--- config.mk ---
export PLATFORM = sky130hd
export DESIGN_NAME = hevc_ref_block_fetch_flat
export DESIGN_NICKNAME = d
export VERILOG_FILES = /design/src/rtl/hevc_ref_block_fetch_pkg.sv /design/src/rtl/hevc_ref_block_fetch_if.sv /design/src/rtl/hevc_ref_block_fetch_fifo2.sv /design/src/rtl/hevc_ref_block_fetch.sv /design/src/flat_wrapper.sv
export SDC_FILE = /design/constraint.sdc
export NUM_CORES = 1
export LEC_CHECK = 0
export ABC_CLOCK_PERIOD_IN_PS = 6210
export CORE_ASPECT_RATIO = 0.7
export CORE_MARGIN = 10
export CORE_UTILIZATION = 25
export DETAILED_ROUTE_END_ITERATION = 12
export PLACE_DENSITY = 0.53
export SETUP_SLACK_MARGIN = 0.15
export SLEW_MARGIN = 25
export SYNTH_ARGS = -nofsm -noshare
export SYNTH_HDL_FRONTEND = slang
export SYNTH_SLANG_ARGS = --single-unit
--- constraint.sdc ---
create_clock -name clk -period 6.21 [get_ports clk]
set_input_delay 1.5525 -clock clk [delete_from_list [all_inputs] [get_ports clk]]
set_output_delay 1.5525 -clock clk [all_outputs]
set_load 0.05 [all_outputs]
--- src/rtl/hevc_ref_block_fetch_pkg.sv ---
// Shared constants, FSM state type and helpers for the fractional-sample
// reference fetch path.
package hevc_sr_pkg;

  localparam int TAP      = 8;
  localparam int HALF_TAP = TAP / 2 - 1;
  localparam int ALPHA_W  = 3;
  localparam int EXT_W    = 7;
  localparam int PEL_W    = 8;

  typedef enum logic [1:0] {IDLE, CFG, FETCH, DRAIN} sr_state_e;

  // Only square prediction blocks of 4..64 are meaningful to the filter.
  function automatic logic size_legal(input logic [6:0] size);
    case (size)
      7'd4, 7'd8, 7'd16, 7'd32, 7'd64: return 1'b1;
      default:                         return 1'b0;
    endcase
  endfunction

  // Picture-edge replication: pull a coordinate into 0..max.
  function automatic int clamp(input int v, input int max);
    if (v < 0)   return 0;
    if (v > max) return max;
    return v;
  endfunction

endpackage

--- src/rtl/hevc_ref_block_fetch_if.sv ---
// Command, reference-RAM and filter-token signals of the block fetcher.
// master = the fetcher, slave = its environment (command source, RAM, filter).
interface hevc_ref_block_fetch_if #(
  parameter int COORD_W = 13,
  parameter int ADDR_W  = 11
);
  import hevc_sr_pkg::*;

  logic                       cmd_valid;
  logic                       cmd_ready;
  logic signed [COORD_W-1:0]  cmd_x;
  logic signed [COORD_W-1:0]  cmd_y;
  logic [1:0]                 cmd_frac_x;
  logic [1:0]                 cmd_frac_y;
  logic [6:0]                 cmd_size;

  logic                       mem_rd;
  logic [ADDR_W-1:0]          mem_addr;
  logic [PEL_W-1:0]           mem_rdata;

  logic [ALPHA_W-1:0]         v_alpha_din;
  logic                       v_alpha_write;
  logic                       v_alpha_full;
  logic [ALPHA_W-1:0]         h_alpha_din;
  logic                       h_alpha_write;
  logic                       h_alpha_full;
  logic [EXT_W-1:0]           ext_size_din;
  logic                       ext_size_write;
  logic                       ext_size_full;
  logic [PEL_W-1:0]           pel_din;
  logic                       pel_write;
  logic                       pel_full;

  logic                       err;

  modport master (
    input  cmd_valid, cmd_x, cmd_y, cmd_frac_x, cmd_frac_y, cmd_size,
    output cmd_ready,
    output mem_rd, mem_addr,
    input  mem_rdata,
    output v_alpha_din, v_alpha_write,
    input  v_alpha_full,
    output h_alpha_din, h_alpha_write,
    input  h_alpha_full,
    output ext_size_din, ext_size_write,
    input  ext_size_full,
    output pel_din, pel_write,
    input  pel_full,
    output err
  );

  modport slave (
    output cmd_valid, cmd_x, cmd_y, cmd_frac_x, cmd_frac_y, cmd_size,
    input  cmd_ready,
    input  mem_rd, mem_addr,
    output mem_rdata,
    input  v_alpha_din, v_alpha_write,
    output v_alpha_full,
    input  h_alpha_din, h_alpha_write,
    output h_alpha_full,
    input  ext_size_din, ext_size_write,
    output ext_size_full,
    input  pel_din, pel_write,
    output pel_full,
    input  err
  );

endinterface

--- src/rtl/hevc_ref_block_fetch_fifo2.sv ---
// Two-entry pixel FIFO between the RAM read port and the pel stream.
// Push and pop may coincide at any non-zero occupancy.
module sr_pel_fifo2
  import hevc_sr_pkg::*;
(
  input  logic             clk,
  input  logic             rst,
  input  logic             push,
  input  logic [PEL_W-1:0] din,
  input  logic             pop,
  output logic [PEL_W-1:0] dout,
  output logic [1:0]       count
);

  logic [PEL_W-1:0] mem [2];
  logic             wr_ptr;
  logic             rd_ptr;

  // Pointer and occupancy bookkeeping.
  always_ff @(posedge clk) begin
    if (!rst) begin
      wr_ptr <= 1'b0;
      rd_ptr <= 1'b0;
      count  <= 2'd0;
    end else begin
      if (push) wr_ptr <= ~wr_ptr;
      if (pop)  rd_ptr <= ~rd_ptr;
      count <= count + {1'b0, push} - {1'b0, pop};
    end
  end

  // Storage; contents are qualified by count so they need no reset.
  always_ff @(posedge clk) begin
    if (push) mem[wr_ptr] <= din;
  end

  assign dout = mem[rd_ptr];

endmodule

--- src/rtl/hevc_ref_block_fetch.sv ---
// Reference block fetcher: takes one MC command, sends the filter its
// phase/size tokens, then streams the clamped (size+7)^2 window in raster order.
module hevc_ref_block_fetch
  import hevc_sr_pkg::*;
#(
  parameter int FRAME_W = 64,
  parameter int FRAME_H = 32,
  parameter int ADDR_W  = $clog2(FRAME_W * FRAME_H),
  parameter int COORD_W = 13
)(
  input  logic                  clk,
  input  logic                  rst,
  hevc_ref_block_fetch_if.master bus
);

  sr_state_e                 state;
  logic                      cmd_ready_q;
  logic                      err_q;
  logic signed [COORD_W-1:0] x_q;
  logic signed [COORD_W-1:0] y_q;
  logic [1:0]                fx_q;
  logic [1:0]                fy_q;
  logic [6:0]                size_q;
  logic                      v_sent, h_sent, e_sent;
  logic [6:0]                row, col;
  logic [6:0]                ext_last;
  logic                      accept;
  logic                      v_wr, h_wr, e_wr;
  logic                      rd_p0;
  logic                      vld_p1;
  logic                      pel_pop;
  logic [1:0]                fifo_cnt;
  logic [PEL_W-1:0]          fifo_head;
  logic [2:0]                occ;
  logic signed [COORD_W:0]   sx, sy;
  int                        xs, ys;
  logic [ADDR_W-1:0]         rd_addr;

  assign accept   = bus.cmd_valid & cmd_ready_q;
  assign ext_last = size_q + 7'(TAP - 2);

  // Token writes are gated by the consumer's full in the same cycle.
  assign v_wr = (state == CFG) && !v_sent && !bus.v_alpha_full;
  assign h_wr = (state == CFG) && !h_sent && !bus.h_alpha_full;
  assign e_wr = (state == CFG) && !e_sent && !bus.ext_size_full;

  assign bus.v_alpha_write  = v_wr;
  assign bus.h_alpha_write  = h_wr;
  assign bus.ext_size_write = e_wr;
  assign bus.v_alpha_din    = v_wr ? {fy_q, 1'b0} : '0;
  assign bus.h_alpha_din    = h_wr ? {fx_q, 1'b0} : '0;
  assign bus.ext_size_din   = e_wr ? EXT_W'(size_q + 7'(TAP - 1)) : '0;

  assign bus.cmd_ready = cmd_ready_q;
  assign bus.err       = err_q;

  // Window position with edge clamping; col/row offsets are non-negative.
  always_comb begin
    sx      = {x_q[COORD_W-1], x_q} - (COORD_W+1)'(HALF_TAP) + (COORD_W+1)'(col);
    sy      = {y_q[COORD_W-1], y_q} - (COORD_W+1)'(HALF_TAP) + (COORD_W+1)'(row);
    xs      = clamp(int'(sx), FRAME_W - 1);
    ys      = clamp(int'(sy), FRAME_H - 1);
    rd_addr = ADDR_W'(ys * FRAME_W + xs);
  end

  // Credit check counts the pop happening this cycle so a free-running
  // consumer sees one pel per cycle while the FIFO can never exceed two.
  assign pel_pop = (fifo_cnt != 2'd0) && !bus.pel_full;
  assign occ     = {1'b0, fifo_cnt} + {2'b0, vld_p1} - {2'b0, pel_pop};
  assign rd_p0   = (state == FETCH) && (occ < 3'd2);

  assign bus.mem_rd   = rd_p0;
  assign bus.mem_addr = rd_p0 ? rd_addr : '0;

  // Command fields are held for the life of the block.
  always_ff @(posedge clk) begin
    if (accept) begin
      x_q    <= bus.cmd_x;
      y_q    <= bus.cmd_y;
      fx_q   <= bus.cmd_frac_x;
      fy_q   <= bus.cmd_frac_y;
      size_q <= bus.cmd_size;
    end
  end

  // Control FSM: command accept, token issue, window scan, drain.
  always_ff @(posedge clk) begin
    if (!rst) begin
      state       <= IDLE;
      cmd_ready_q <= 1'b0;
      err_q       <= 1'b0;
      v_sent      <= 1'b0;
      h_sent      <= 1'b0;
      e_sent      <= 1'b0;
      row         <= '0;
      col         <= '0;
    end else begin
      err_q <= 1'b0;
      case (state)
        IDLE: begin
          if (accept) begin
            if (size_legal(bus.cmd_size)) begin
              state       <= CFG;
              cmd_ready_q <= 1'b0;
              v_sent      <= 1'b0;
              h_sent      <= 1'b0;
              e_sent      <= 1'b0;
              row         <= '0;
              col         <= '0;
            end else begin
              err_q <= 1'b1;
            end
          end else begin
            cmd_ready_q <= 1'b1;
          end
        end
        CFG: begin
          if (v_wr) v_sent <= 1'b1;
          if (h_wr) h_sent <= 1'b1;
          if (e_wr) e_sent <= 1'b1;
          if (v_sent && h_sent && e_sent) state <= FETCH;
        end
        FETCH: begin
          if (rd_p0) begin
            if (col == ext_last) begin
              col <= '0;
              if (row == ext_last) state <= DRAIN;
              else                 row   <= row + 7'd1;
            end else begin
              col <= col + 7'd1;
            end
          end
        end
        DRAIN: begin
          if (!vld_p1 && fifo_cnt == 2'd0) begin
            state       <= IDLE;
            cmd_ready_q <= 1'b1;
          end
        end
        default: state <= IDLE;
      endcase
    end
  end

  // ---- stage p1: RAM data returns one cycle after the read strobe ----
  always_ff @(posedge clk) begin
    if (!rst) vld_p1 <= 1'b0;
    else      vld_p1 <= rd_p0;
  end

  sr_pel_fifo2 u_fifo (
    .clk   (clk),
    .rst   (rst),
    .push  (vld_p1),
    .din   (bus.mem_rdata),
    .pop   (pel_pop),
    .dout  (fifo_head),
    .count (fifo_cnt)
  );

  // ---- stage p2: FIFO head to the pel stream ----
  assign bus.pel_write = pel_pop;
  assign bus.pel_din   = pel_pop ? fifo_head : '0;

endmodule

--- src/flat_wrapper.sv ---
// flat-port wrapper written by rule: the top's interface ports become plain ports
module hevc_ref_block_fetch_flat import hevc_sr_pkg::*;
#(
  parameter int FRAME_W = 64,
  parameter int FRAME_H = 32,
  parameter int ADDR_W  = $clog2(FRAME_W * FRAME_H),
  parameter int COORD_W = 13
)
  (clk, rst, bus_cmd_valid, bus_cmd_x, bus_cmd_y, bus_cmd_frac_x, bus_cmd_frac_y, bus_cmd_size, bus_cmd_ready, bus_mem_rd, bus_mem_addr, bus_mem_rdata, bus_v_alpha_din, bus_v_alpha_write, bus_v_alpha_full, bus_h_alpha_din, bus_h_alpha_write, bus_h_alpha_full, bus_ext_size_din, bus_ext_size_write, bus_ext_size_full, bus_pel_din, bus_pel_write, bus_pel_full, bus_err);
  hevc_ref_block_fetch_if #(.COORD_W(COORD_W), .ADDR_W(ADDR_W)) bus_i ();
  input  logic clk;
  input  logic rst;
  input wire logic [$bits(bus_i.cmd_valid)-1:0] bus_cmd_valid;
  input wire logic [$bits(bus_i.cmd_x)-1:0] bus_cmd_x;
  input wire logic [$bits(bus_i.cmd_y)-1:0] bus_cmd_y;
  input wire logic [$bits(bus_i.cmd_frac_x)-1:0] bus_cmd_frac_x;
  input wire logic [$bits(bus_i.cmd_frac_y)-1:0] bus_cmd_frac_y;
  input wire logic [$bits(bus_i.cmd_size)-1:0] bus_cmd_size;
  output wire logic [$bits(bus_i.cmd_ready)-1:0] bus_cmd_ready;
  output wire logic [$bits(bus_i.mem_rd)-1:0] bus_mem_rd;
  output wire logic [$bits(bus_i.mem_addr)-1:0] bus_mem_addr;
  input wire logic [$bits(bus_i.mem_rdata)-1:0] bus_mem_rdata;
  output wire logic [$bits(bus_i.v_alpha_din)-1:0] bus_v_alpha_din;
  output wire logic [$bits(bus_i.v_alpha_write)-1:0] bus_v_alpha_write;
  input wire logic [$bits(bus_i.v_alpha_full)-1:0] bus_v_alpha_full;
  output wire logic [$bits(bus_i.h_alpha_din)-1:0] bus_h_alpha_din;
  output wire logic [$bits(bus_i.h_alpha_write)-1:0] bus_h_alpha_write;
  input wire logic [$bits(bus_i.h_alpha_full)-1:0] bus_h_alpha_full;
  output wire logic [$bits(bus_i.ext_size_din)-1:0] bus_ext_size_din;
  output wire logic [$bits(bus_i.ext_size_write)-1:0] bus_ext_size_write;
  input wire logic [$bits(bus_i.ext_size_full)-1:0] bus_ext_size_full;
  output wire logic [$bits(bus_i.pel_din)-1:0] bus_pel_din;
  output wire logic [$bits(bus_i.pel_write)-1:0] bus_pel_write;
  input wire logic [$bits(bus_i.pel_full)-1:0] bus_pel_full;
  output wire logic [$bits(bus_i.err)-1:0] bus_err;
  assign bus_i.cmd_valid = bus_cmd_valid;
  assign bus_i.cmd_x = bus_cmd_x;
  assign bus_i.cmd_y = bus_cmd_y;
  assign bus_i.cmd_frac_x = bus_cmd_frac_x;
  assign bus_i.cmd_frac_y = bus_cmd_frac_y;
  assign bus_i.cmd_size = bus_cmd_size;
  assign bus_cmd_ready = bus_i.cmd_ready;
  assign bus_mem_rd = bus_i.mem_rd;
  assign bus_mem_addr = bus_i.mem_addr;
  assign bus_i.mem_rdata = bus_mem_rdata;
  assign bus_v_alpha_din = bus_i.v_alpha_din;
  assign bus_v_alpha_write = bus_i.v_alpha_write;
  assign bus_i.v_alpha_full = bus_v_alpha_full;
  assign bus_h_alpha_din = bus_i.h_alpha_din;
  assign bus_h_alpha_write = bus_i.h_alpha_write;
  assign bus_i.h_alpha_full = bus_h_alpha_full;
  assign bus_ext_size_din = bus_i.ext_size_din;
  assign bus_ext_size_write = bus_i.ext_size_write;
  assign bus_i.ext_size_full = bus_ext_size_full;
  assign bus_pel_din = bus_i.pel_din;
  assign bus_pel_write = bus_i.pel_write;
  assign bus_i.pel_full = bus_pel_full;
  assign bus_err = bus_i.err;
  hevc_ref_block_fetch #(.FRAME_W(FRAME_W), .FRAME_H(FRAME_H), .ADDR_W(ADDR_W), .COORD_W(COORD_W)) u_core (.clk(clk), .rst(rst), .bus(bus_i));
endmodule
==> summary.md, run 1 <==
| Metric | Value |
|---|---|
| Outcome | `completed` |
| Routed via count | `between 4k and 5k` |
| Leading area contributor after synthesis | `edfxtp_1` |
| CTS max path bufs | `2` |
| GR Overflow Total | `0` |
| Pin count of the biggest net entering global routing | `39` |
| Commonest non-fill, non-tap cell in the layout | `inv_1` |
| Min Tclk post-route | `5.82 ns` |
| DR WL/cell | `14.8 um` |
| Row count | `between 40 and 50` |
| CTS hold repair buffers | `0` |
| Starting Density | `between 20 and 30%` |
| Max incr delay on CP | `0.45 ns` |
| CTS sink count | `80` |
| Dpl hpwl | `roughly 11,000 um` |
| Ys Warns | `0` |
| Hold WC Path Type | `reg2reg` |
| DRT iter0 DRCs | `173` |
| N_diodes | `0` |
| Setup Total Neg Slack | `0 ns` |
| Crit path max-delay cell type | `clkdlybuf4s50_1` |
| Worst hold margin | `0.497 ns` |
| Clk slew on worst S/H paths | `0.06 ns` |
| Post-Layout Cell Count | `963` |
| Port buffer count | `between 80 and 90` |
| CP Class | `in2out` |
| Placed insts | `946` |
| Sequential fraction of the synthesis area | `38.5%` |
| Commonest cells after routing, fill and taps aside | `81 x inv_1, 76 x clkdlybuf4s50_1, 62 x nor2_1` |
| CORE AREA | `21,700 um^2` |
| GRT Total Usage | `10.0%` |
| Maximum fanout along the worst path | `6` |
| Post-Syn Instances | `approximately 580` |
| Mean Syn Cell Area | `9.60 um^2` |
| H-tree depth | `3` |
| GP Congestion | `approximately 0.84` |
| I/O pin cnt | `91` |
| Post-route DRC | `0` |
| Area growth, synth to finish | `31.9%` |
| CTS tree | `built` |
| Die Height | `145 um` |
| Die Width | `198 um` |
| Initial antenna violation count | `1` |
| Worst-Margin Slew | `0.897 ns` |
| Post_cts resized | `0` |
| Skew-Pair Late Insertion Delay | `between 0.3 and 0.4 ns` |
| RSZ-0062 raised after global routing | `no` |
| Largest cells by area after synthesis | `edfxtp_1 29%, ha_1 12%, dfxtp_1 9.8%` |
| Count of final setup violators | `0` |
| Max-cap violations | `0` |
| Drt first pass iters | `4` |
| Via density | `4.36` |
| Crit path cell chain | `clkdlybuf4s50_1, o21bai_2, inv_2, ha_1, inv_1, ha_1, inv_1, fa_1, xnor2_2, nand3_2, clkinvlp_4, o21ai_2, a31oi_2, buf_12` |
| Cts bufs inserted | `9` |
| Distinct cells, synth | `69` |
| Max Clock Skew | `0.00934 ns` |
| Top cell type's share of synthesized area | `28.7%` |
| Final period utilization | `a little over nine tenths` |
| Post-synth top flop | `edfxtp_1` |
| Max Freq | `0.172 GHz` |
| Hold Fails Final Rpt | `0` |
| Worst Path Arrival | `4.26 ns` |
| Worst vdd ir | `between 0.00015 and 0.0002 V` |
| Leakage | `2.91 nW` |
| PD cells | `280 nW/um^2` |
| Global-route wire length before repair | `22,100 um` |
| Root buffer cell | `clkbuf_16` |
| Number of global-route vias before repair | `4,119` |
| Final nets | `786` |
| CP bufs+invs | `6` |
| Post-route ant nets | `0` |
| Max Slew Vio Count | `0` |
| Ys async rst share | `0%` |
| Area of the die | `28,600 um^2` |
| Syn Std Cell Area | `5540 um^2` |
| Number of synthesized flops with an enable pin | `53` |
| Crit path max-delay family | `buffers and inverters` |
| Worst slew margin | `between 40% and 50%` |
| WL final | `approximately 14,000 um` |
| Startpoint types | `input pin` |
| Crit path required time | `4.66 ns` |
| Seq cells post-synth | `80` |
| CP Capture Type | `output port` |
| Layout cells sized above 1 | `9.84%` |
area by class of cell:
class	instances	area, um^2
inverter	84	319
clock inverter	7	81.3
multi-input combinational	407	3150
tap	282	353
clock buffer	9	225
sequential	80	2130
fill	2238	14400
timing repair buffer	94	1050
state kept, by name (all words and copies together), names as in the netlist, 2 cells and up, named ones only:
name / flops
u_core.u_fifo.mem: 16
u_core.x_q: 13
u_core.y_q: 13
u_core.col: 7
u_core.row: 7
u_core.size_q: 7
u_core.fx_q: 2
u_core.fy_q: 2
u_core.state: 2
u_core.u_fifo.count: 2
synth_stat cells, drive strengths merged (4+ instances only):
master and number:
a211oi 8, a21o 7, a21oi 25, a31oi 9, and2 11, buf 6, clkbuf 5, dfxtp 27
edfxtp 53, fa 4, ha 54, inv 84, mux2i 11, nand2 28, nand2b 7, nand3 12
nand4 11, nor2 62, nor2b 8, nor3 12, nor4 4, o211ai 6, o21a 13, o21ai 25
xnor2 21, xnor3 6, xor2 16
per-layer routing:
layer	vias up	global-route usage (%)	share of wire, %
li1	2215	-	-
met1	1892	14.0	52
met2	83	13.9	40
met3	7	3.88	7.0
met4	2	2.90	0.76
met5	-	0	0.049
power breakdown:
group	internal, mW	switching, mW
combinational	0.336	0.499
sequential	0.620	0.0440
clock	0.316	0.234
total	1.27	0.776
path summary, 6_finish.rpt:
| path | cells past startpoint | endpoint | start | slack [ns] |
|---|---|---|---|---|
| max | 14 | bus_mem_addr[5] | bus_pel_full | 0.39 |
| min | 2 | u_core.e_sent | u_core.e_sent | 0.50 |
| max reg2reg | 15 | u_core.col[6] | u_core.u_fifo.count[1] | 2.69 |
| min reg2reg | 2 | u_core.e_sent | u_core.e_sent | 0.50 |
per-stage QoR:
step	area [um^2]	util [%]	setup slack, ns	power (mW)
after detailed placement	7000	32.2	0.313	1.50
final	7310	33.6	0.393	2.05
after global routing	7310	33.6	0.148	2.18
after global placement	7000	32.2	0.374	1.50
after floorplan	5660	-	0.251	1.24
after CTS	7300	33.6	0.308	2.06
logic make-up after synthesis:
logic type               Yosys count  synth area share (%)
AND/OR/NAND/NOR                  167                  15.2
AO/OA/AOI/OAI                    120                  15.0
buffers and inverters             95                  6.82
flip-flops                        80                  38.5
adder cells (fa/ha/maj)           58                  13.6
XOR/XNOR                          44                  8.74
multiplexers                      11                  1.99
other                              2                 0.136
worst min-delay path, delay by kind of cell (launching register included):
family	cells	cell delay, ns
AND/OR/NAND/NOR	1	0.06
flip-flops	1	0.33
AO/OA/AOI/OAI	1	0.05
timing repair:
| item | 4_1_cts | 5_1_grt |
|---|---|---|
| endpoints found under the setup margin | 0 | 2 |
| setup buffers | 0 | 1 |
| endpoints found under the hold margin | 0 | 0 |
No activity file was read; power rests on OpenSTA's default activity.
==> run 2, diff against run 1 <==
CORE_MARGIN = 2   (was 10)
==> run 2 against run 1 <==
Cell count down 0.31%. Highest routed layer is now met4. Combinational power down 2%. Maximum frequency down 1.4%. Sequential share of layout area up 0.065 points. Final area down 0.22%. Critical endpoint is now bus_mem_addr[4]. Non-clock buffer count down 3.
==> summary.md, run 2 (synthesis results as in run 1) <==
| Metric | Value |
|---|---|
| Post-CTS Setup Bufs | `0 (unchanged)` |
| Cts bufs inserted | `9 (unchanged)` |
| Largest register FFs | `16 (unchanged)` |
| Max Freq | `0.170 GHz (-1.4%)` |
| Post-route DRC | `0 (unchanged)` |
| Clk slew on worst S/H paths | `0.06 ns (about the same)` |
| I/O pin cnt | `91 (unchanged)` |
| Worst hold margin | `0.500 ns (+0.00344 ns)` |
| Commonest cells after routing, fill and taps aside | `81 x inv_1, 76 x clkdlybuf4s50_1, 62 x nor2_1` |
| GP Congestion | `0.828 (-0.97%)` |
| CTS max path bufs | `2 (unchanged)` |
| CP bufs+invs | `6 (unchanged)` |
| Startpoint types | `input pin` |
| Final nets | `783 (-0.38%)` |
| R2R setup slack | `2.72 ns (+0.03 ns)` |
| Min Tclk post-route | `5.90 ns (+0.0811 ns)` |
| Area growth, synth to finish | `31.6%` |
| CTS sink count | `80 (unchanged)` |
| Skew-Pair Late Insertion Delay | `0.35 ns (about the same)` |
| Max-cap violations | `0 (unchanged)` |
| Die Height | `129 um (-11%)` |
| CTS hold repair buffers | `0 (unchanged)` |
| CP Capture Type | `output port` |
| R2r worst-path depth | `13 (-2)` |
| Row count | `45 (unchanged)` |
| GRT Total Usage | `11.8% (+1.8 points)` |
| PD cells | `278 nW/um^2 (-0.69%)` |
| Max Clock Skew | `0.00588 ns (-0.00346 ns)` |
| Die Width | `182 um (-8.1%)` |
| Pin count of the biggest net entering global routing | `39 (unchanged)` |
| Outcome | `completed` |
| Count of final setup violators | `0 (unchanged)` |
| N_diodes | `0 (unchanged)` |
| Worst slew margin | `39.7% (-0.44 points)` |
| Crit path max-delay cell type | `clkdlybuf4s50_1` |
| Worst vdd ir | `0.000156 V (-6.9%)` |
| Root buffer cell | `clkbuf_16` |
| Number of global-route vias before repair | `4,061 (-1.4%)` |
| Leakage | `2.90 nW (-0.44%)` |
| H-tree depth | `3 (unchanged)` |
| WL final | `13,400 um (-5.9%)` |
| Hold Fails Final Rpt | `0 (unchanged)` |
| Final period utilization | `95.0% (+1.3 points)` |
| Worst Path Arrival | `4.35 ns (+0.09 ns)` |
| Setup Total Neg Slack | `0 ns (unchanged)` |
| Area of the die | `23,400 um^2 (-18%)` |
| Placed Area | `6980 um^2 (-0.21%)` |
| Critical path depth | `14 (unchanged)` |
| Hold WC Path Type | `reg2reg` |
| DR WL/cell | `13.9 um (-5.6%)` |
| Worst-Margin Slew | `0.903 ns (+0.00664 ns)` |
| Crit path required time | `4.66 ns (about the same)` |
| Drt first pass iters | `4 (unchanged)` |
| Starting Density | `25.5% (unchanged)` |
| Dpl hpwl | `10,500 um (-6.2%)` |
| Initial antenna violation count | `0 (-1)` |
| Layout cells sized above 1 | `9.29% (-0.55 points)` |
| CORE AREA | `21,700 um^2 (unchanged)` |
| Tot Pwr | `2.03 mW (-0.91%)` |
| Routed via count | `4,267 (+1.6%)` |
| Reg with most FFs | `u_core.u_fifo.mem` |
| GR Overflow Total | `0 (unchanged)` |
| Commonest non-fill, non-tap cell in the layout | `inv_1` |
| Crit path cell chain | `clkdlybuf4s50_1, o21bai_2, inv_2, ha_1, inv_1, ha_1, inv_1, fa_1, xnor2_2, nand3_4, clkinvlp_4, o21ai_2, a31oi_2, buf_12` |
| CTS tree | `built` |
| Port buffer count | `88 (unchanged)` |
| Regs by FF count | `u_core.u_fifo.mem x16, u_core.x_q x13, u_core.y_q x13` |
| DRT iter0 DRCs | `237 (+37%)` |
| RSZ-0062 raised after global routing | `no` |
| Post-route ant nets | `0 (unchanged)` |
| Maximum fanout along the worst path | `7 (+1)` |
| CP Class | `in2out` |
| Global-route wire length before repair | `21,500 um (-3.1%)` |
| Crit path max-delay family | `buffers and inverters` |
| Via density | `4.44 (+1.9%)` |
| Max Slew Vio Count | `0 (unchanged)` |
| Finished Cell Area | `7290 um^2 (-0.22%)` |
| Hold depth | `2 (unchanged)` |
| Max incr delay on CP | `0.45 ns (about the same)` |
| Post_cts resized | `0 (unchanged)` |
## run 2: changes by cell type in the layout (fill, tap and decap cells not counted)
cell | before | now
clkinv_4 | 4 | 2
inv_8 | 0 | 1
clkinv_1 | 0 | 1
inv_2 | 2 | 1
buf_4 | 6 | 3
clkinv_2 | 0 | 1
nand3_4 | 0 | 1
nand3_2 | 2 | 1
## run 2: worst paths after layout
kind                                from         endpoint
setup / recovery            bus_pel_full  bus_mem_addr[4]
hold / removal             u_core.v_sent    u_core.v_sent
setup reg to reg  u_core.u_fifo.count[1]    u_core.col[6]
hold reg to reg            u_core.v_sent    u_core.v_sent
## run 2: cell type report
type                    instances  area (um^2)
flip-flops and latches         80         2130
well taps                     282          353
clock inverters                 7         80.1
fillers                      2229        14400
inverters                      84          319
clock buffers                   9          225
multi-input cells             407         3160
repair buffers                 91         1020
## run 2: routing by layer
metal  up-vias  share of wire, %  GRT usage [%]  wire length (um)
li1       2218                 -              -                 -
met1      1926                54           17.4              7220
met2       112                39           16.7              5190
met3        11               5.8           3.11               776
met4         0               1.6           3.89               208
met5         -                 0              0                 0
## run 2: tightest hold or removal path: stages, from the launching register on
cell and delay [ns]:
dfxtp_1 0.33, nand2_1 0.06, a21oi_1 0.06
## run 2: report_power, final
group / total (mW) / switching, mW / leakage [nW] / internal, mW
registers: 0.663 / 0.0429 / 0.708 / 0.620
logic: 0.814 / 0.495 / 2.04 / 0.319
clock network: 0.552 / 0.236 / 0.148 / 0.316
total: 2.03 / 0.773 / 2.90 / 1.26
## run 2: per-stage QoR
stage               std cells  utilization, %  worst slack, ns
finish                    960            33.6            0.312
detailed placement        944            32.1            0.218
global route              960            33.6            0.153
floorplan                 582               -            0.251
global placement          944            32.1            0.283
CTS                       960            33.5            0.214
